==> config.mk <==
export PLATFORM = sky130hd
export DESIGN_NAME = pc_fetch_unit
export DESIGN_NICKNAME = d
export VERILOG_FILES = /design/src/rtl/pc_fetch_unit_pkg.sv /design/src/rtl/pc_fetch_unit_fetch_queue.sv /design/src/rtl/pc_fetch_unit.sv
export SDC_FILE = /design/constraint.sdc
export NUM_CORES = 1
export LEC_CHECK = 0
export BUFFER_PORTS_ARGS = -buffer_cell sky130_fd_sc_hd__buf_2
export CAP_MARGIN = 20
export CORE_MARGIN = 3
export CORE_UTILIZATION = 55
export DETAILED_ROUTE_END_ITERATION = 8
export GPL_TIMING_DRIVEN = 0
export HOLD_SLACK_MARGIN = 0.12
export PLACE_DENSITY = 0.79
export SLEW_MARGIN = 5
export SYNTH_ARGS = -nofsm -noshare
export SYNTH_HDL_FRONTEND = slang
export SYNTH_SLANG_ARGS = --single-unit
==> constraint.sdc <==
create_clock -name CLK -period 7.15 [get_ports CLK]
set_clock_uncertainty 0.15 [all_clocks]
set_input_delay 0 -clock CLK [delete_from_list [all_inputs] [get_ports CLK]]
set_output_delay 0 -clock CLK [all_outputs]
set_load 0.01 [all_outputs]
==> src/rtl/pc_fetch_unit_pkg.sv <==
// ============================================================================
//  Module  : pc_fetch_unit_pkg
//  Purpose : Shared types and constants for the fetch unit and the next-PC
//            logic: fetch state encoding, PC increment, default reset PC and
//            the address / instruction widths both blocks agree on.
//  Revision: 1.0 - initial release
// ============================================================================
`default_nettype none

package pc_fetch_unit_pkg;

  localparam int ADDR_WIDTH  = 64;
  localparam int INSTR_WIDTH = 32;

  localparam logic [ADDR_WIDTH-1:0] DEFAULT_RESET_PC = 64'h0;

  // Byte distance between consecutive instruction words.
  localparam int PC_STEP = 4;

  typedef enum logic [1:0] {
    ST_BOOT  = 2'd0,
    ST_RUN   = 2'd1,
    ST_FLUSH = 2'd2
  } fetch_state_e;

endpackage

`default_nettype wire

==> src/rtl/pc_fetch_unit_fetch_queue.sv <==
// ============================================================================
//  Module  : fetch_queue
//  Purpose : DEPTH-entry synchronous FIFO holding fetched instructions.
//            Registered storage, head read straight from the array, no
//            write-to-read bypass. Push and pop in the same cycle both take
//            effect, including when the queue is full.
//  Ports   : clk, rst          - clock, asynchronous active-high reset
//            i_push/i_push_data - write an entry
//            i_pop             - drop the head entry
//            i_clear           - empty the queue (wins over push/pop)
//            o_full/o_empty    - status flags
//            o_count           - current occupancy (0..DEPTH)
//            o_head            - head entry data
//  Revision: 1.0 - initial release
// ============================================================================
`default_nettype none

module fetch_queue #(
  parameter int DEPTH = 2,
  parameter int WIDTH = 32
) (
  input  logic                   clk,
  input  logic                   rst,
  input  logic                   i_push,
  input  logic [WIDTH-1:0]       i_push_data,
  input  logic                   i_pop,
  input  logic                   i_clear,
  output logic                   o_full,
  output logic                   o_empty,
  output logic [$clog2(DEPTH):0] o_count,
  output logic [WIDTH-1:0]       o_head
);

  localparam int PTR_W = $clog2(DEPTH);
  localparam int CNT_W = PTR_W + 1;

  logic [WIDTH-1:0] r_mem [DEPTH];
  logic [PTR_W-1:0] r_wr_ptr;
  logic [PTR_W-1:0] r_rd_ptr;
  logic [CNT_W-1:0] r_count;

  logic w_do_push;
  logic w_do_pop;

  assign o_full  = (r_count == CNT_W'(DEPTH));
  assign o_empty = (r_count == '0);
  assign o_count = r_count;
  assign o_head  = r_mem[r_rd_ptr];

  // A full queue can still accept a push when the head leaves in the same
  // cycle; the write lands in the slot being vacated.
  assign w_do_pop  = i_pop & ~o_empty;
  assign w_do_push = i_push & (~o_full | w_do_pop);

  always_ff @(posedge clk or posedge rst) begin
    if (rst) begin
      for (int i = 0; i < DEPTH; i++) begin
        r_mem[i] <= '0;
      end
      r_wr_ptr <= '0;
      r_rd_ptr <= '0;
      r_count  <= '0;
    end else if (i_clear) begin
      r_wr_ptr <= '0;
      r_rd_ptr <= '0;
      r_count  <= '0;
    end else begin
      if (w_do_push) begin
        r_mem[r_wr_ptr] <= i_push_data;
        r_wr_ptr        <= r_wr_ptr + PTR_W'(1);
      end
      if (w_do_pop) begin
        r_rd_ptr <= r_rd_ptr + PTR_W'(1);
      end
      case ({w_do_push, w_do_pop})
        2'b10:   r_count <= r_count + CNT_W'(1);
        2'b01:   r_count <= r_count - CNT_W'(1);
        default: r_count <= r_count;
      endcase
    end
  end

endmodule

`default_nettype wire

==> src/rtl/pc_fetch_unit.sv <==
// ============================================================================
//  Module  : pc_fetch_unit
//  Purpose : Program-counter register and in-order instruction-fetch
//            sequencer. Issues word fetches over a valid/ready request
//            channel, queues responses and hands them to decode. A decode
//            handshake with Redirect set clears the queue, drops in-flight
//            responses and restarts fetch at NextPC.
//  Ports   : CLK, Reset                - clock, async active-high reset
//            NextPC, Redirect          - redirect target / taken-branch flag
//            imem_req_valid/addr/ready - fetch request channel
//            imem_rsp_valid/data       - fetch response (never stalled)
//            instr_valid/out/ready     - decode handshake
//            CurrentPC                 - PC of the queue head
//            fetch_count, flush_count, stall_cycles
//                                      - performance counters, present only
//                                        when FETCH_PERF_CNT_EN is defined
//  Config  : `define FETCH_PERF_CNT_EN to add the saturating counters.
//  Revision: 1.0 - initial release
// ============================================================================
`default_nettype none

module pc_fetch_unit
  import pc_fetch_unit_pkg::*;
#(
  parameter int                ADDR_W   = ADDR_WIDTH,
  parameter int                INSTR_W  = INSTR_WIDTH,
  parameter logic [ADDR_W-1:0] RESET_PC = DEFAULT_RESET_PC,
  parameter int                QDEPTH   = 2
) (
  input  logic               CLK,
  input  logic               Reset,
  input  logic [ADDR_W-1:0]  NextPC,
  input  logic               Redirect,
  output logic               imem_req_valid,
  output logic [ADDR_W-1:0]  imem_req_addr,
  input  logic               imem_req_ready,
  input  logic               imem_rsp_valid,
  input  logic [INSTR_W-1:0] imem_rsp_data,
  output logic               instr_valid,
  output logic [INSTR_W-1:0] instr_out,
  output logic [ADDR_W-1:0]  CurrentPC,
  input  logic               instr_ready
`ifdef FETCH_PERF_CNT_EN
  ,
  output logic [31:0]        fetch_count,
  output logic [31:0]        flush_count,
  output logic [31:0]        stall_cycles
`endif
);

  localparam int CNT_W = $clog2(QDEPTH) + 1;
  localparam logic [ADDR_W-1:0] c_PC_STEP = ADDR_W'(PC_STEP);

  fetch_state_e      r_state;
  logic [ADDR_W-1:0] r_fetch_pc;
  logic [ADDR_W-1:0] r_current_pc;
  logic [CNT_W-1:0]  r_outstanding;

  logic [CNT_W-1:0]  w_occupancy;
  logic [CNT_W:0]    w_credit_used;
  logic              w_q_full;
  logic              w_q_empty;
  logic              w_req_valid;
  logic              w_accept;
  logic              w_handshake;
  logic              w_redirect;
  logic              w_push;
  logic              w_pop;
  logic [ADDR_W-1:0] w_target;
  logic              w_unused_bits;

  // Every request in flight already owns a queue slot, so the queue can
  // never overflow and responses never need back-pressure.
  assign w_credit_used = {1'b0, r_outstanding} + {1'b0, w_occupancy};
  assign w_req_valid   = (r_state == ST_RUN) && !w_q_full &&
                         (w_credit_used < (CNT_W+1)'(QDEPTH));
  assign w_accept      = w_req_valid & imem_req_ready;

  assign w_handshake = instr_valid & instr_ready;
  assign w_redirect  = w_handshake & Redirect;

  // Responses are kept only while running normally; during FLUSH (and in
  // the redirect cycle itself) they belong to the abandoned path.
  assign w_push = imem_rsp_valid & (r_state == ST_RUN) & ~w_redirect;
  assign w_pop  = w_handshake & ~w_redirect;

  assign w_target      = {NextPC[ADDR_W-1:2], 2'b00};
  assign w_unused_bits = ^NextPC[1:0];

  assign imem_req_valid = w_req_valid;
  assign imem_req_addr  = r_fetch_pc;
  assign CurrentPC      = r_current_pc;
  assign instr_valid    = ~w_q_empty;

  fetch_queue #(
    .DEPTH (QDEPTH),
    .WIDTH (INSTR_W)
  ) u_fetch_queue (
    .clk         (CLK),
    .rst         (Reset),
    .i_push      (w_push),
    .i_push_data (imem_rsp_data),
    .i_pop       (w_pop),
    .i_clear     (w_redirect),
    .o_full      (w_q_full),
    .o_empty     (w_q_empty),
    .o_count     (w_occupancy),
    .o_head      (instr_out)
  );

  always_ff @(posedge CLK or posedge Reset) begin
    if (Reset) begin
      r_state       <= ST_BOOT;
      r_fetch_pc    <= RESET_PC;
      r_current_pc  <= RESET_PC;
      r_outstanding <= '0;
    end else begin
      // A request accepted in the redirect cycle is still counted so that
      // its response is recognised and dropped during FLUSH.
      r_outstanding <= r_outstanding + CNT_W'(w_accept) - CNT_W'(imem_rsp_valid);

      case (r_state)
        ST_BOOT: begin
          r_state <= ST_RUN;
        end
        ST_RUN: begin
          if (w_redirect) begin
            r_state      <= ST_FLUSH;
            r_fetch_pc   <= w_target;
            r_current_pc <= w_target;
          end else begin
            if (w_accept) begin
              r_fetch_pc <= r_fetch_pc + c_PC_STEP;
            end
            // Fetch is in order, so the next head is always one word on.
            if (w_pop) begin
              r_current_pc <= r_current_pc + c_PC_STEP;
            end
          end
        end
        ST_FLUSH: begin
          // fetch_pc already holds the redirect target; no requests are
          // issued here so it cannot move.
          if (r_outstanding == '0) begin
            r_state <= ST_RUN;
          end
        end
        default: begin
          r_state <= ST_BOOT;
        end
      endcase
    end
  end

`ifdef FETCH_PERF_CNT_EN
  logic w_stall;

  assign w_stall = (r_state == ST_RUN) && (!w_req_valid || !imem_req_ready);

  always_ff @(posedge CLK or posedge Reset) begin
    if (Reset) begin
      fetch_count  <= '0;
      flush_count  <= '0;
      stall_cycles <= '0;
    end else begin
      if (w_accept && (fetch_count != '1)) begin
        fetch_count <= fetch_count + 32'd1;
      end
      if (w_redirect && (flush_count != '1)) begin
        flush_count <= flush_count + 32'd1;
      end
      if (w_stall && (stall_cycles != '1)) begin
        stall_cycles <= stall_cycles + 32'd1;
      end
    end
  end
`endif

endmodule

`default_nettype wire

[Word level (Yosys, flattened, before mapping)]
Index checks and enable logic that the tools add are counted.
Operators by class
  muxes and demuxes: 19
  bitwise operators: 14
  reductions and logical operators: 16
  equality and inequality tests: 7
  order comparisons: 4
  add/sub/neg operators: 9
Operators with widths (number)
  $mux W64: 4
  $add A64 B3 Y64 const B: 2
  $mux W32: 4
  $bwmux W64: 1
  $demux W32 S1: 1
  $and A1 B1 Y1: 8
  $reduce_and A2 Y1: 4
  $reduce_bool A2 Y1: 4
  $eq A2 B2 Y1 const B: 3
  $logic_not A2 Y1: 3
  $mux W2: 3
  $pmux W2 S3: 1
  $eq A2 B1 Y1 const B: 2
  $ge A2 B2 Y1 const B: 2
  $mux W1: 4
  $ne A2 B2 Y1 const B: 2
  $not A1 Y2: 2
  $pmux W2 S2: 1
  $add A2 B2 Y3: 1
  $logic_and A1 B1 Y1: 3
  $lt A3 B2 Y1 const B: 1
  $not A1 Y1: 3
  $reduce_bool A3 Y1: 1
  $add A1 B1 Y1 const B: 2
  other kinds (7): 7
Storage, ports and cells
  logic and storage cells: 78
  register bits: 200
  output and inout port bits: 162

[Depth between registers and ports, before layout]
Gate-level depths: netlist (run 1).
  depth after elaboration: 12
  depth in mapped cells: 12
  mapped depth without buffers: 10

[Modules after synthesis]
Synthesis (run 1) repeated with hierarchy kept, for this count alone.
Second synthesis, totals
  cell total of the unflattened synthesis: 1244
  area, all modules: 11483.5 µm²
By module, submodules not included
  pc_fetch_unit: cells an instance 1045, instances 1, area each 8349.3 µm², sequential area each 3203.1 µm²
  fetch_queue: cells an instance 199, instances 1, area each 3134.3 µm², sequential area each 1701.6 µm²

[Worst setup path before layout (run 1)]
OpenSTA, ideal clock, no wires.
  path kind: register -> register
  start: reg u_fetch_queue.r_count[0], in the netlist u_fetch_queue.o_count[0]
  end: reg r_outstanding[1]
  required time: 6877 ps
  path slack: 4259 ps
  cell stages (with the launch flop): 13
  data arrival time: 2618 ps
  cell sequence: dfrtp_1 > buf_2 > and2_1 > fa_1 > nor4b_1 > and3_1 > clkbuf_1 > inv_1 > ha_1 > inv_1 > ha_1 > xnor2_1 > xnor2_1
Between the ends
  longest elaborated chain between the ends: 7
  elaborated cells between the ends (all ways): 9
  classes of those cells: add/sub (3); order compare (1); eq/ne (1); bitwise (1); reduce/logical (3)
Ends and longest elaborated chain
  start, declared: RTL line pc_fetch_unit_fetch_queue.sv:40  | logic [CNT_W-1:0] r_count;
  start signal, assigned: RTL line pc_fetch_unit_fetch_queue.sv:76  | 2'b10: r_count <= r_count + CNT_W'(1);
  start signal, assigned: RTL line pc_fetch_unit_fetch_queue.sv:77  | 2'b01: r_count <= r_count - CNT_W'(1);
  start signal, assigned: RTL line pc_fetch_unit_fetch_queue.sv:78  | default: r_count <= r_count;
  parallel branches: the longest is 3 deep, another holds $add A2 B2 Y3
  $logic_and A1 B1 Y1 (*): RTL line pc_fetch_unit.sv:75  | assign w_req_valid = (r_state == ST_RUN) && !w_q_full &&
  $and A1 B1 Y1 (*): RTL line pc_fetch_unit.sv:77  | assign w_accept = w_req_valid & imem_req_ready;
  $add A2 B1 Y2 (*): RTL line pc_fetch_unit.sv:120  | r_outstanding <= r_outstanding + CNT_W'(w_accept) - CNT_W'(imem_rsp_valid);
  $sub A2 B1 Y2 (*): RTL line pc_fetch_unit.sv:120
  end signal, assigned: RTL line pc_fetch_unit.sv:120
  end, declared: RTL line pc_fetch_unit.sv:57  | logic [CNT_W-1:0] r_outstanding;
Mark *: on every way between the ends.
A chain may end at the register's enable or synchronous reset.

[Worst setup path after layout (run 1)]
  start: reg u_fetch_queue.r_count[0], in the netlist u_fetch_queue.o_count[0]
  end: reg r_fetch_pc[54], in the netlist imem_req_addr[54]
Between the ends
  longest elaborated chain between the ends: 7
  elaborated cells between the ends (all ways): 14
  classes of those cells: add/sub (1); order compare (1); eq/ne (1); mux (1); bitwise (4); reduce/logical (6)
Ends and longest elaborated chain
  parallel branches: the longest is 7 deep, another holds $add A2 B2 Y3
  end signal, assigned: RTL line pc_fetch_unit.sv:129  | r_fetch_pc <= w_target;
  end signal, assigned: RTL line pc_fetch_unit.sv:133  | r_fetch_pc <= r_fetch_pc + c_PC_STEP;
  end, declared: RTL line pc_fetch_unit.sv:55  | logic [ADDR_W-1:0] r_fetch_pc;
Parallel ways; which one is timed is not known.

==> results.md, run 1 <==
| Item | Reported | Unit |
|:---|:---|:---|
| Diodes inserted | 0 | - |
| Proportion of netlist area held by the largest area contributor | 43.82 | % |
| Data arrival at the endpoint of the critical path | 4.46 | ns |
| Most used standard cell by instance count after synthesis | sky130_fd_sc_hd__dfrtp_1 | - |
| Top post-synthesis cells by area | sky130_fd_sc_hd__dfrtp_1, sky130_fd_sc_hd__mux2_2, sky130_fd_sc_hd__a21oi_1, sky130_fd_sc_hd__o21ai_0, sky130_fd_sc_hd__nand2_1 | - |
| GR Overflow Total | 0 | - |
| Category of the critical setup timing path | register to register | - |
| Initial standard-cell utilization of the core | 56.77 | % |
| Maximum number of pins on one net before global-route repair | 125 | - |
| Static leakage | 6.170 | nW |
| Leading register cell type out of synthesis | sky130_fd_sc_hd__dfrtp_1 | - |
| Vias in the first global route | 12,170 | - |
| Unique cell type count in the Yosys netlist | 64 | - |
| Final setup violation count | 0 | - |
| CTS H-tree depth | 4 | - |
| Overall die width | 148.7 | um |
| TritonCTS Sinks | 196 | - |
| Input/output buffers | 257 | - |
| Layout cells sized above 1 | 26.38 | % |
| Required time of the worst setup path | 7.38 | ns |
| Crit. Startpoint | u_fetch_queue.o_count[0]$_DFFE_PP0P_ | - |
| RSZ-0062 raised after global routing | false | - |
| Crit share post-route | 59.13 | % |
| Async set-reset flop share out of synthesis | 100.0 | % |
| Post-synthesis instance total | 1,219 | - |
| Number of buffers between clock root and the deepest sink | 2 | - |
| Maximum capacitance violations | 0 | - |
| Hold violation count in the final report | 0 | - |
| Synthesized flop and latch total | 196 | - |
| Critical Path Sink Type | register | - |
| R2R Path Start | u_fetch_queue.o_count[0]$_DFFE_PP0P_ | - |
| RePlAce Congestion | 1.057 | - |
| Count of antenna-violating nets left after detailed routing | 0 | - |
| Library cell with the largest summed area after synthesis | sky130_fd_sc_hd__dfrtp_1 | - |
| CTS tree | yes | - |
| Global-route wire length before repair | 70.05 | mm |
| DIE HEIGHT | 148.7 | um |
| Num CTS Buffers | 17 | - |
| Result of the run | finished with violations | - |
| Mean cell area of the mapped netlist | 9.182 | um^2 |
| Worst skew pair latency | 0.46 | ns |
| Worst hold-check path type | primary input to register | - |
| Final-layout fill cell count | 1,414 | - |
| Number of top-level pins | 264 | - |
| Largest vdd supply drop | 0.2673 | mV |
| DIE AREA | 22,100 | um^2 |
| Share of synthesized area occupied by flip-flops and latches | 43.82 | % |
| Post-synth top cells | sky130_fd_sc_hd__dfrtp_1, sky130_fd_sc_hd__a21oi_1, sky130_fd_sc_hd__nand2_1 | - |
| Final critical-path required period | 4.228 | ns |
| Critical Path Start Type | register | - |
| Violations in the final reports | DRC | - |
| Netlist area before placement | 11,190 | um^2 |
| Via Count | 12,840 | - |
| GRT Overall Usage | 41.37 | % |
| Routed WL per cell | 25.02 | um |
| Placement Rows | 51 | - |
| Initial DRC count | 1,994 | - |
| Critical path fanouts, max | 10 | - |
| Drt pass-1 iters | 9 | - |
| Via density per instance | 6.828 | - |
| Slew at the pin closest to its max-slew limit | 1.281 | ns |
| Clock root buffer master | sky130_fd_sc_hd__clkbuf_16 | - |
| Yosys warning count | 0 | - |
| Number of slew-limit violations in the final report | 0 | - |
| Count of flip-flops with a built-in enable after synthesis | 0 | - |
| Standard cell core area | 19,720 | um^2 |
| Power per standard cell area | 433.2 | nW/um^2 |
| Clock-pin transition on the worst setup and hold timing paths | 0.09 | ns |
| DP Wirelength | 32.17 | mm |
| Total power | 0.006305 | W |
| Count of unresolved DRC violations after routing | 6 | - |
| Setup slack after placement | 3.357 | ns |
| Max Clk Rate | 236.5 | MHz |
| Relative slew slack | 13.82 | % |
| Nets@finish | 1,710 | - |
| Worst setup slack after layout | 2.922 | ns |
| Signed area change from the synthesized netlist to the final layout | 30.02 | % |
| Number of antenna violations at the first check in global routing | 2 | - |
| Post-detailed-routing wire length | 47.03 | mm |
| Hold Path Origin | imem_rsp_data[25] | - |
-- metrics by stage --
| step | TNS [ns] | instances | util, % | area (um^2) | hold slack, ns |
|---|---|---|---|---|---|
| 6_report | 0 | 1880 | 73.81 | 14550 | 0.1700 |
| 3_5_place_dp | 0 | 1745 | 65.21 | 12860 | -0.05200 |
| 4_1_cts | 0 | 1880 | 73.81 | 14550 | 0.1580 |
| 5_1_grt | 0 | 1880 | 73.81 | 14550 | 0.1753 |
| 3_3_place_gp | -121.47 | 1744 | 65.03 | 12820 | 0.09471 |
| 2_1_floorplan | 0 | 1222 | - | 11200 | -0.03431 |
-- path summary, 6_finish.rpt --
path                            cells after the start  slack, ns                                   to
worst max-delay path                               12       2.92        imem_req_addr[54]$_DFFE_PP0P_
worst min-delay path                                3       0.17  u_fetch_queue.r_mem[25]$_DFFE_PP0P_
worst max register to register                     12       2.92        imem_req_addr[54]$_DFFE_PP0P_
worst min register to register                      1       0.36   u_fetch_queue.r_mem[6]$_DFFE_PP0P_
max in group asynchronous                           5       5.25   u_fetch_queue.r_rd_ptr$_DFFE_PP0P_
min in group asynchronous                           4       0.59         imem_req_addr[5]$_DFFE_PP0P_
-- kinds of logic (layout without fill, tap and decap cells) --
logic type	after synthesis	in the layout	share of synthesized area, %
compound gates	363	363	20.43
xor+xnor	5	5	0.3913
fa+ha+maj	6	6	0.7378
buf+inv	101	494	3.655
flops	196	196	43.82
mux	101	101	10.13
other cells	1	4	0.03350
simple gates	446	446	20.80
-- power breakdown --
group / internal [W] / total [W] / switching [W]
registers: 0.00165 / 0.00231 / 0.000663
logic: 0.00120 / 0.00291 / 0.00171
clock network: 0.000507 / 0.00109 / 0.000578
total: 0.00336 / 0.00631 / 0.00295
-- per-layer routing --
metal | GRT usage, % | share of wire (%) | vias to the layer above
met1 | 50.96 | 35 | 6013
met4 | 22.03 | 6.2 | 6
met2 | 63.24 | 44 | 1172
li1 | - | - | 5371
met3 | 15.75 | 15 | 274
met5 | 0 | 0.096 | -
-- registers in the layout, indices dropped and copies added, names as in the netlist --
name,flops
u_fetch_queue.r_mem,64
CurrentPC,62
imem_req_addr,62
r_outstanding,2
r_state,2
u_fetch_queue.o_count,2
u_fetch_queue.r_rd_ptr,1
u_fetch_queue.r_wr_ptr,1
-- layout by cell type (no fill, tap or decap), drive strengths merged, types with 6 or more instances in the layout --
master / n
nand2: 101
a31o: 6
o22ai: 20
inv: 29
mux2: 98
nor2: 91
dfrtp: 196
a2bb2oi: 13
and2: 11
or4: 7
and4: 15
o311ai: 6
buf: 285
o22a: 16
nor3: 37
a22oi: 7
a21oi: 114
dlygate4sd3: 103
o21a: 6
a31oi: 20
o21ai: 85
o31ai: 9
nand2b: 7
a311oi: 10
nor4: 23
nand4: 38
and3: 27
or3: 14
nand3: 62
clkbuf: 73
a211oi: 10
-- timing repair --
action / 4_1_cts / 5_1_grt
gates resized for setup: 0 / 0
hold endpoints to repair: 390 / 0
buffers inserted: 0 / 0
hold buffers: 103 / 0
-- critical path: stages (launching register included) --
cell                       delay (ns)
sky130_fd_sc_hd__dfrtp_1         0.36
sky130_fd_sc_hd__buf_2           0.17
sky130_fd_sc_hd__and2_1          0.18
sky130_fd_sc_hd__fa_1            0.46
sky130_fd_sc_hd__nor4b_1         0.54
sky130_fd_sc_hd__and3_1          0.26
sky130_fd_sc_hd__clkbuf_1        0.49
sky130_fd_sc_hd__inv_1           0.19
sky130_fd_sc_hd__nand2_1         0.14
sky130_fd_sc_hd__buf_2           0.30
sky130_fd_sc_hd__buf_1           0.55
sky130_fd_sc_hd__a21oi_1         0.18
sky130_fd_sc_hd__a21oi_1         0.17
-- area by class of cell --
type                            instances  area, um^2  share of cell area [%]
Multi-Input combinational cell        925        5891                   40.47
Tap cell                              265       331.6                   2.278
Inverter                               18       75.07                  0.5158
Clock buffer                           17       425.4                   2.923
Timing Repair Buffer                  361        2345                   16.11
Sequential cell                       196        4905                   33.70
Buffer                                 83       341.6                   2.347
Clock inverter                         15       240.2                   1.651
Power figures use the tool's default switching activity.
==> inputs of run 2 (changes only) <==
Clock period 7.15 ns to 3.95 ns, I/O delays scaled along.
==> results.md, run 2 (same netlist as run 1, synthesis figures left out) <==
| Item | Reported | Unit |
|:---|:---|:---|
| Result of the run | completed | - |
| Final core utilization | 73.89 | % |
| GR Overflow Total | 0 | - |
| Critical Path Start Type | register | - |
| Hold violation count in the final report | 0 | - |
| Overall die width | 148.7 | um |
| Static leakage | 6.181 | nW |
| Worst hold-check path type | primary input to register | - |
| # Post-CTS Setup Buffers | 0 | - |
| RePlAce Congestion | 1.065 | - |
| Relative slew slack | 35.96 | % |
| Initial standard-cell utilization of the core | 56.77 | % |
| TritonCTS Sinks | 196 | - |
| Crit. Startpoint | u_fetch_queue.o_count[0]$_DFFE_PP0P_ | - |
| Count of unresolved DRC violations after routing | 0 | - |
| Critical Path Sink Type | register | - |
| RSZ-0062 raised after global routing | false | - |
| Number of antenna violations at the first check in global routing | 1 | - |
| Critical path fanouts, max | 10 | - |
| Hold slack | 0.1645 | ns |
| CTS tree | yes | - |
| Standard cell core area | 19,720 | um^2 |
| Category of the critical setup timing path | register to register | - |
| Setup slack after placement | 0.07493 | ns |
| Via Count | 12,570 | - |
| Final critical-path required period | 3.573 | ns |
| Vias in the first global route | 11,870 | - |
| Largest vdd supply drop | 0.5559 | mV |
| Flip-flop count of the largest register, all copies and words added | 64 | - |
| Data arrival at the endpoint of the critical path | 3.74 | ns |
| Clock-pin transition on the worst setup and hold timing paths | 0.10 | ns |
| Count of antenna-violating nets left after detailed routing | 0 | - |
| DP Wirelength | 32.74 | mm |
| Num CTS Buffers | 17 | - |
| FF-to-FF setup slack | 0.38 | ns |
| CTS H-tree depth | 4 | - |
| Clock root buffer master | sky130_fd_sc_hd__clkbuf_16 | - |
| Post-detailed-routing wire length | 46.14 | mm |
| Maximum number of pins on one net before global-route repair | 38 | - |
| Final total negative setup slack | 0 | ns |
| Maximum capacitance violations | 0 | - |
| Footprint of the multi-input gates | 5892 | um^2 |
| Placement Rows | 51 | - |
| Worst setup slack after layout | 0.3772 | ns |
| Number of slew-limit violations in the final report | 0 | - |
| Endpoint of the most critical register-to-register path | imem_req_addr[30]$_DFFE_PP0P_ | - |
| Number of buffers between clock root and the deepest sink | 2 | - |
| Nets@finish | 1,710 | - |
| Final-layout fill cell count | 1,440 | - |
| Number of top-level pins | 264 | - |
| GRT Overall Usage | 40.65 | % |
| Slew at the pin closest to its max-slew limit | 0.9607 | ns |
| Commonest non-fill, non-tap cell in the layout | sky130_fd_sc_hd__buf_2 | - |
| Via density per instance | 6.683 | - |
| Routed WL per cell | 24.53 | um |
| Global-route wire length before repair | 69.08 | mm |
| Input/output buffers | 257 | - |
| Crit share post-route | 90.45 | % |
| Worst skew pair latency | 0.45 | ns |
| Last element of the critical path | imem_req_addr[30]$_DFFE_PP0P_ | - |
| FF+latch area | 4905 | um^2 |
| Signed area change from the synthesized netlist to the final layout | 30.17 | % |
| Layout cells sized above 1 | 26.93 | % |
| DIE HEIGHT | 148.7 | um |
| R2R Path Start | u_fetch_queue.o_count[0]$_DFFE_PP0P_ | - |
| Drt pass-1 iters | 6 | - |
| Power per standard cell area | 772.4 | nW/um^2 |
| Required time of the worst setup path | 4.12 | ns |
| DIE AREA | 22,100 | um^2 |
| Largest register by flop count | u_fetch_queue.r_mem | - |
| Leading cell types in the layout, fill and taps excluded | sky130_fd_sc_hd__buf_2, sky130_fd_sc_hd__dfrtp_1, sky130_fd_sc_hd__a21oi_1, sky130_fd_sc_hd__nand2_1, sky130_fd_sc_hd__dlygate4sd3_1 | - |
| R2R depth | 11 | - |
| Final setup violation count | 0 | - |
| Max Clk Rate | 279.9 | MHz |
| Initial DRC count | 2,006 | - |
-- run 2: cell count changes in the layout (fill, tap and decap cells not counted), sizes merged --
cell / change
buf: +2
clkbuf: +2
clkinvlp: +1
diode: +1
dlygate4sd3: -4
inv: -1
-- run 2: through the flow --
stage          cell area, um^2  power [W]  instances
5_1_grt                  14570    0.01178       1880
3_5_place_dp             12930   0.009024       1749
6_report                 14570    0.01125       1881
3_3_place_gp             12830   0.008844       1744
2_1_floorplan            11210   0.006846       1222
4_1_cts                  14550    0.01097       1879
-- run 2: final cells by class --
cell class | instances | share of cell area, %
tap | 265 | 2.276
inverter | 18 | 0.4895
antenna | 1 | 0.01717
clock buffer | 17 | 2.920
multi-input combinational | 925 | 40.44
sequential | 196 | 33.66
clock inverter | 15 | 1.503
timing repair buffer | 362 | 16.35
buffer | 82 | 2.344
-- run 2: worst max-delay path, stage by stage (launching register included) --
cell                      delay [ns]
sky130_fd_sc_hd__dfrtp_1        0.36
sky130_fd_sc_hd__buf_2          0.17
sky130_fd_sc_hd__and2_1         0.19
sky130_fd_sc_hd__fa_1           0.44
sky130_fd_sc_hd__nor4b_1        0.43
sky130_fd_sc_hd__and3_2         0.43
sky130_fd_sc_hd__inv_1          0.14
sky130_fd_sc_hd__nand2_1        0.11
sky130_fd_sc_hd__buf_2          0.27
sky130_fd_sc_hd__buf_2          0.35
sky130_fd_sc_hd__nor2_1         0.08
sky130_fd_sc_hd__nor4_1         0.32
-- run 2: worst min-delay path by stage --
stage                                 start                                   to  depth (start not counted)
after floorplan                  NextPC[46]            CurrentPC[46]$_DFFE_PP0P_                          2
after global placement    imem_rsp_data[20]  u_fetch_queue.r_mem[20]$_DFFE_PP0P_                          2
after detailed placement              Reset         imem_req_addr[5]$_DFFE_PP0P_                          2
after CTS                 imem_rsp_data[20]  u_fetch_queue.r_mem[20]$_DFFE_PP0P_                          3
after global routing       imem_rsp_data[2]   u_fetch_queue.r_mem[2]$_DFFE_PP0P_                          3
final                      imem_rsp_data[5]  u_fetch_queue.r_mem[37]$_DFFE_PP0P_                          3
-- run 2: what timing repair did --
item,CTS,global route
hold buffers,98,1
setup endpoints to repair,0,39
resized for setup,0,5
hold endpoints to repair,285,1
-- run 2: metal layers --
metal | track usage, % | vias up | wire [um]
met5 | 0 | - | 12
met4 | 17.97 | 2 | 2402
met3 | 14.81 | 224 | 6791
met2 | 62.54 | 1069 | 20270
met1 | 51.74 | 5890 | 16660
li1 | - | 5386 | -
-- run 2: power by group --
part | switching [W] | leakage [nW] | internal [W]
clock | 0.00100 | 0.309 | 0.000901
sequential | 0.00118 | 2.31 | 0.00299
combinational | 0.00304 | 3.56 | 0.00214
total | 0.00522 | 6.18 | 0.00603
